## src/rtl/add_sched_pkg.sv

```systemverilog
// Shared types and constants for the add_sched block: FSM state encoding,
// default operand width and requester identifiers.
// Imported by add_sched and rr_arb2.
package add_sched_pkg;

  typedef enum logic [1:0] {
    IDLE = 2'd0,
    EXEC = 2'd1,
    RESP = 2'd2
  } state_t;

  localparam int WIDTH_DEF = 8;

  localparam logic ID0 = 1'b0;
  localparam logic ID1 = 1'b1;

endpackage

```

## src/rtl/add_sched_rr_arb2.sv

```systemverilog
// Two-way round-robin arbiter with a last-winner pointer.
// Ports: clk, rst (async, active-high), req[1:0] requests, advance (a grant
// was taken this cycle), gnt[1:0] one-hot combinational grant.
module rr_arb2
  import add_sched_pkg::*;
(
  input  logic       clk,
  input  logic       rst,
  input  logic [1:0] req,
  input  logic       advance,
  output logic [1:0] gnt
);

  // Id of the requester granted most recently. Resets to ID1 so that
  // requester 0 wins the first contended cycle.
  logic last_q, last_d;

  always_comb begin
    gnt    = 2'b00;
    last_d = last_q;
    if (req == 2'b11) begin
      // Contention: favour the requester that did not win last time.
      gnt = (last_q == ID0) ? 2'b10 : 2'b01;
    end else begin
      gnt = req;
    end
    if (advance) begin
      last_d = gnt[1] ? ID1 : ID0;
    end
  end

  always_ff @(posedge clk or posedge rst) begin
    if (rst) begin
      last_q <= ID1;
    end else begin
      last_q <= last_d;
    end
  end

endmodule

```

## src/rtl/add_sched.sv

```systemverilog
// Shares one WIDTH-bit adder between two requesters (IDLE -> EXEC -> RESP).
// Ports: clk, rst (async, active-high); req0/a0/b0, req1/a1/b1 requests with
// operands; gnt0/gnt1 grant pulses; res_valid/res_ready result handshake with
// res_sum, res_carry, res_id; busy is high whenever the FSM is not IDLE.
module add_sched
  import add_sched_pkg::*;
#(
  parameter int WIDTH = WIDTH_DEF
) (
  input  logic             clk,
  input  logic             rst,
  input  logic             req0,
  input  logic [WIDTH-1:0] a0,
  input  logic [WIDTH-1:0] b0,
  input  logic             req1,
  input  logic [WIDTH-1:0] a1,
  input  logic [WIDTH-1:0] b1,
  output logic             gnt0,
  output logic             gnt1,
  output logic             res_valid,
  input  logic             res_ready,
  output logic [WIDTH-1:0] res_sum,
  output logic             res_carry,
  output logic             res_id,
  output logic             busy
);

  state_t           state_q, state_d;
  logic [WIDTH-1:0] a_q, a_d, b_q, b_d;
  logic             id_q, id_d;
  logic [WIDTH-1:0] sum_q, sum_d;
  logic             carry_q, carry_d;
  logic             res_id_q, res_id_d;

  logic [1:0]       arb_req;
  logic [1:0]       arb_gnt;
  logic             grant;

  // Requests are only visible to the arbiter in IDLE, and never during reset,
  // so gnt stays low in EXEC/RESP and while rst is asserted.
  assign arb_req = (state_q == IDLE && !rst) ? {req1, req0} : 2'b00;
  assign grant   = |arb_gnt;

  rr_arb2 u_arb (
    .clk     (clk),
    .rst     (rst),
    .req     (arb_req),
    .advance (grant),
    .gnt     (arb_gnt)
  );

  always_comb begin
    state_d  = state_q;
    a_d      = a_q;
    b_d      = b_q;
    id_d     = id_q;
    sum_d    = sum_q;
    carry_d  = carry_q;
    res_id_d = res_id_q;
    case (state_q)
      IDLE: begin
        if (grant) begin
          a_d     = arb_gnt[1] ? a1 : a0;
          b_d     = arb_gnt[1] ? b1 : b0;
          id_d    = arb_gnt[1] ? ID1 : ID0;
          state_d = EXEC;
        end
      end
      EXEC: begin
        // Result registers change only here, so they hold their previous
        // value through IDLE/EXEC and stay stable for the whole of RESP.
        {carry_d, sum_d} = {1'b0, a_q} + {1'b0, b_q};
        res_id_d         = id_q;
        state_d          = RESP;
      end
      RESP: begin
        if (res_ready) begin
          state_d = IDLE;
        end
      end
      default: begin
        state_d = IDLE;
      end
    endcase
  end

  always_ff @(posedge clk or posedge rst) begin
    if (rst) begin
      state_q  <= IDLE;
      a_q      <= '0;
      b_q      <= '0;
      id_q     <= ID0;
      sum_q    <= '0;
      carry_q  <= 1'b0;
      res_id_q <= ID0;
    end else begin
      state_q  <= state_d;
      a_q      <= a_d;
      b_q      <= b_d;
      id_q     <= id_d;
      sum_q    <= sum_d;
      carry_q  <= carry_d;
      res_id_q <= res_id_d;
    end
  end

  assign gnt0      = arb_gnt[0];
  assign gnt1      = arb_gnt[1];
  assign res_valid = (state_q == RESP);
  assign busy      = (state_q != IDLE);
  assign res_sum   = sum_q;
  assign res_carry = carry_q;
  assign res_id    = res_id_q;

endmodule
```

## config.mk

```make
export PLATFORM = sky130hd
export DESIGN_NAME = add_sched
export DESIGN_NICKNAME = d
export VERILOG_FILES = /design/src/rtl/add_sched_pkg.sv /design/src/rtl/add_sched_rr_arb2.sv /design/src/rtl/add_sched.sv
export SDC_FILE = /design/constraint.sdc
export NUM_CORES = 1
export LEC_CHECK = 0
export CAP_MARGIN = 0
export CORE_MARGIN = 5
export CORE_UTILIZATION = 49
export CTS_BUF_LIST = sky130_fd_sc_hd__clkbuf_8
export CTS_CLUSTER_SIZE = 25
export DETAILED_ROUTE_END_ITERATION = 6
export HOLD_SLACK_MARGIN = 0.12
export PLACE_DENSITY_LB_ADDON = 0.1
export SLEW_MARGIN = 20
export SYNTH_ARGS = -nofsm -noshare
export SYNTH_HDL_FRONTEND = slang
export SYNTH_HIERARCHICAL = 1
export SYNTH_SLANG_ARGS = --single-unit
```

## constraint.sdc

```tcl
create_clock -name clk -period 2.69 [get_ports clk]
set_input_delay 0.4035 -clock clk [delete_from_list [all_inputs] [get_ports clk]]
set_output_delay 0.4035 -clock clk [all_outputs]
set_load 0.01 [all_outputs]
```

== Word level (Yosys, flattened, before mapping) ==
Cells that the tools add are included.

* $add $sub $neg: 1
* Equality and inequality tests: 5
* Multiplexer cells: 9
* Reductions and logical operators: 7

{| class="wikitable"
|+ Operators with widths
! kind !! count
|-
| $mux 8 || 2
|-
| $mux 2 || 5
|-
| $add 8x8->9 || 1
|-
| $pmux 2 s3 || 1
|-
| $eq 2x2->1 const B || 2
|-
| $reduce_and 2->1 || 2
|-
| $eq 2x1->1 const B || 1
|-
| $logic_not 2->1 || 1
|-
| $ne 2x1->1 const B || 1
|-
| $ne 2x2->1 const B || 1
|-
| $reduce_bool 2->1 || 1
|-
| $reduce_or 2->1 || 1
|-
| $logic_and 1x1->1 || 1
|-
| $logic_not 1->1 || 1
|-
| $mux 1 || 1
|}

* Register bits after elaboration: 30
* Input bits: 37
* Logic and storage cells: 30

== Logic depth before layout (Yosys ltp) ==
* Depth after elaboration: 8
* Mapped depth: 10

== Modules after synthesis ==
The synthesis kept the hierarchy.

{| class="wikitable"
|+ By module, submodules not included
! module !! instances !! cells each !! area an instance (µm²)
|-
| add_sched || 1 || 158 || 1721.7
|-
| rr_arb2 || 1 || 6 || 67.6
|}

== Least setup slack after synthesis ==
OpenSTA, ideal clock, no wires.

* Kind: input-to-reg
* From: input rst
* To: register a_q[7]
* Library setup time: 0.073 ns
* Data arrival time: 2.505 ns
* Path slack: 0.112 ns
* Stages: 9
* Buffers on the path: 2
* Path through: inv_1 and3_1 a21boi_0 or2_4 and2_4 buf_6 buf_6 nor2_4 a21oi_2

* Cells in the longest elaborated chain, start to end: 7
* Elaborated cells between the ends (all ways): 8

{| class="wikitable"
|+ Ends and longest elaborated chain
! element !! line !! RTL
|-
| from (decl) || add_sched.sv:11 || <nowiki>input logic rst,</nowiki>
|-
| $logic_not 1->1 (no line) (*) || - ||
|-
| $logic_and 1x1->1 (*) || add_sched.sv:41 || <nowiki>assign arb_req = (state_q == IDLE && !rst) ? {req1, req0} : 2'b00;</nowiki>
|-
| $mux 2 (*) || add_sched.sv:41 ||
|-
| via arb_req[0] || add_sched.sv:35 || <nowiki>logic [1:0] arb_req;</nowiki>
|-
| $eq 2x2->1 || add_sched_rr_arb2.sv:21 || <nowiki>if (req == 2'b11) begin</nowiki>
|-
| $mux 2 (*) || add_sched_rr_arb2.sv:21 ||
|-
| via gnt0 || add_sched.sv:18 || <nowiki>output logic gnt0,</nowiki>
|-
| $reduce_or 2->1 (*) || add_sched.sv:42 || <nowiki>assign grant = |arb_gnt;</nowiki>
|-
| via grant || add_sched.sv:37 || <nowiki>logic grant;</nowiki>
|-
| $reduce_and 2->1 (no line) (*) || - ||
|-
| to (signal assigned) || add_sched.sv:90 || <nowiki>a_q <= '0;</nowiki>
|-
| to (signal assigned) || add_sched.sv:98 || <nowiki>a_q <= a_d;</nowiki>
|-
| to (decl) || add_sched.sv:29 || <nowiki>logic [WIDTH-1:0] a_q, a_d, b_q, b_d;</nowiki>
|}

Mark *: on every way through the listed nets, which the timed path passes. The rest lies on a longest branch.
A chain may end at the register's enable or synchronous reset.

== Worst setup path in the final report ==
* From: register state_q[1]
* To: output gnt0

* Cells in the longest elaborated chain, start to end: 5

{| class="wikitable"
|+ Ends and longest elaborated chain
! element !! line !! RTL
|-
| from (decl) || add_sched.sv:28 || <nowiki>state_t state_q, state_d;</nowiki>
|-
| from (signal assigned) || add_sched.sv:97 || <nowiki>state_q <= state_d;</nowiki>
|-
| $logic_not 2->1 (*) || add_sched.sv:41 ||
|-
| $logic_and 1x1->1 (*) || add_sched.sv:41 ||
|-
| $mux 2 (*) || add_sched.sv:41 ||
|-
| via arb_req[0] || add_sched.sv:35 ||
|-
| $eq 2x2->1 || add_sched_rr_arb2.sv:21 ||
|-
| $mux 2 (*) || add_sched_rr_arb2.sv:21 ||
|-
| to (decl) || add_sched.sv:18 ||
|}

Marks and branches as above.

==> results.sh <==
export IMPL_status="complete, no violations"
export IMPL_viasPerCell=5.00
export IMPL_use_met2_pct=23.6
export IMPL_layout_drive_gt1_share_pct=22.0
export IMPL_die_area_sq_um=4960
export IMPL_synth_enable_flop_cells=0
export IMPL_async_flop_share_pct=100
export IMPL_use_met1_pct=18.7
export IMPL_io_pins=51
export IMPL_ys_warnings_count=6
export IMPL_finalSetupTns_ps=0
export IMPL_skew_ps=3.68
export IMPL_diodes=0
export IMPL_synth_cell_types=34
export IMPL_syn_nets=210
export IMPL_dr_pass1_iters=4
export IMPL_ys_seq_elements=30
export IMPL_dp_slack_ps=224
export IMPL_cts_repair_resized=0
export IMPL_routed_wl_mm=3.36
export IMPL_grt_busiest_layer="met2"
export IMPL_synth_cells=164
export IMPL_avgRoutedWirePerCell_um=12.6
export IMPL_grt_ovfl_total=0
export IMPL_synth_area_top_cells="dfrtp_1, mux2i_1, a21oi_2"
export IMPL_num_rows=22
export IMPL_synth_ff_type="dfrtp_1"
export IMPL_antenna_found_initial=0
export IMPL_clockRootBuffer="clkbuf_8"
export IMPL_initial_core_util_pct=49.6
export IMPL_post_route_period_util_pct=90.6
export IMPL_utilization_pct=66.6
export IMPL_avgSynthCellArea_sq_um=10.9
export IMPL_setup_slack_ps=253
export IMPL_min_path_type="primary input to asynchronous set/reset pin"
export IMPL_slew_headroom_pct=64.8
export IMPL_synthDominantCellAreaShare_pct=40.6
export IMPL_num_vias=1331
export IMPL_hold_viol=0
export IMPL_cp_max_fo=3
export IMPL_synth_seq_area_share_pct=42.0
export IMPL_layout_nets=263
export IMPL_drc_errors=0
export IMPL_leakage_nw=0.988
export IMPL_yosys_area_top_type="dfrtp_1"
export IMPL_grt_util_all_layers_pct=14.8
export IMPL_maxCapViolCount=0
export IMPL_finalMaxSlewViolations=0
export IMPL_antenna_left=0
export IMPL_ir_drop_mv=0.456
export IMPL_layout_commonest_cell="clkdlybuf4s50_1"
export IMPL_clk_pin_slew_ps=60
export IMPL_post_cts_buffers=0
export IMPL_criticalPathCategory="register to output pin"
export IMPL_area_growth_syn_to_layout_pct=34.2
export IMPL_clockBufferDepth=2
export IMPL_die_h_um=70.4
export IMPL_worst_pin_slew_ps=527
export IMPL_port_buffers=50
export IMPL_crit_required_ps=2290
export IMPL_use_met3_pct=4.60
export IMPL_setup_viol=0
export IMPL_p_per_area_nw_per_um2=1190
export IMPL_coreArea_sq_um=3610
export IMPL_gp_congestion=0.767
export IMPL_cts_buffers=5
export IMPL_grt_pass1_wl_mm=5.87
export IMPL_nFillCells=310
export IMPL_critPathCaptureType="output pin"
export IMPL_fmax_mhz=410
export IMPL_synth_cell_area_sq_um=1790
export IMPL_cts_htree_levels=2
export IMPL_grt_pass1_vias=1366
export IMPL_cp_start_kind="register"
export IMPL_dp_hpwl_mm=2.67
export IMPL_tritoncts="done"
export IMPL_holdBufCountCts=0
export IMPL_drt_first_iter_violations=86
export IMPL_period_needed_ps=2440
export IMPL_clock_latency_ps=280
export IMPL_layout_common_cells="clkdlybuf4s50_1, dfrtp_1, mux2i_1"
export IMPL_fp_dieW_um=70.4
export IMPL_cts_sinks=30
export IMPL_rsz0062_at_grt="false"
export IMPL_cp_data_arrival_time_ps=2030
export IMPL_grt_max_degree=34
cells in the mapped netlist, types with 2 or more instances:
cell and n:
nor2_1 11, nor2_2 10, a211oi_1 3, xor2_1 2, ha_1 8, nand2b_1 2
nor2_4 3, buf_6 5, xnor2_1 4, and3_1 2, a21oi_2 16, nand2_1 8
a21o_1 2, dfrtp_1 29, mux2_2 3, inv_1 6, buf_2 2, o21ai_0 9
mux2i_1 19, a21oi_1 6
registers in the layout (all words and copies together), names as in the netlist:
signal / count
b_q: 8
res_carry: 1
res_id: 1
u_arb/last_q: 1
id_q: 1
state_q: 2
a_q: 8
res_sum: 8
worst max-delay path, cell delays in order, from the launching register on:
cell and delay, ps:
dfrtp_1 390, nor2_1 210, and3_1 230, a21boi_0 320, clkdlybuf4s50_1 600
layout make-up:
class	instances	area [sq um]	area share, %
clock buffer	6	82.6	3.44
clock inverter	2	8.76	0.365
inverter	6	22.5	0.938
multi-input combinational	120	945	39.3
sequential	30	752	31.3
tap	48	60.1	2.50
timing repair buffer	54	531	22.1
cell families (layout without fill, tap and decap cells):
family                   count (synthesis)  in the layout  synth area share, %
multiplexers                            23             23                 13.4
AO/OA/AOI/OAI                           44             44                 18.0
AND/OR/NAND/NOR                         38             38                 11.7
flip-flops                              30             30                 42.0
buffers and inverters                   14             68                 5.17
XOR/XNOR                                 6              6                 2.94
adder cells (fa/ha/maj)                  9              9                 6.71
power by group:
part           switching [mW]  internal [mW]  total [mW]
Sequential              0.166          0.680       0.845
Clock                   0.160          0.202       0.362
Combinational           0.808          0.838        1.65
Total                    1.13           1.72        2.85
metal layers:
metal / share of wire, % / wire length, um
met4: 0.71 / 24
met5: 0 / 0
met1: 46 / 1550
met3: 5.2 / 176
met2: 48 / 1610
per-stage QoR:
step	std cells	area (sq um)	total power, mW	hold WS, ps
2_1_floorplan	164	1790	2.08	293
3_3_place_gp	258	2310	2.45	460
3_5_place_dp	258	2310	2.51	472
4_1_cts	266	2400	2.89	453
5_1_grt	266	2400	3.10	475
6_report	266	2400	2.85	455
final timing paths:
path                       cells after the start  slack [ps]        from           end
max reg2reg                                    7         540  state_q[1]        b_q[0]
min reg2reg                                    2         480  res_sum[3]    res_sum[3]
max in group asynchronous                      3        1850         rst    res_sum[0]
max                                            4         250  state_q[1]          gnt0
min                                            2         460         rst  u_arb/last_q
min in group clk                               2         480  res_sum[3]    res_sum[3]
No activity file was read; power rests on OpenSTA's default activity.
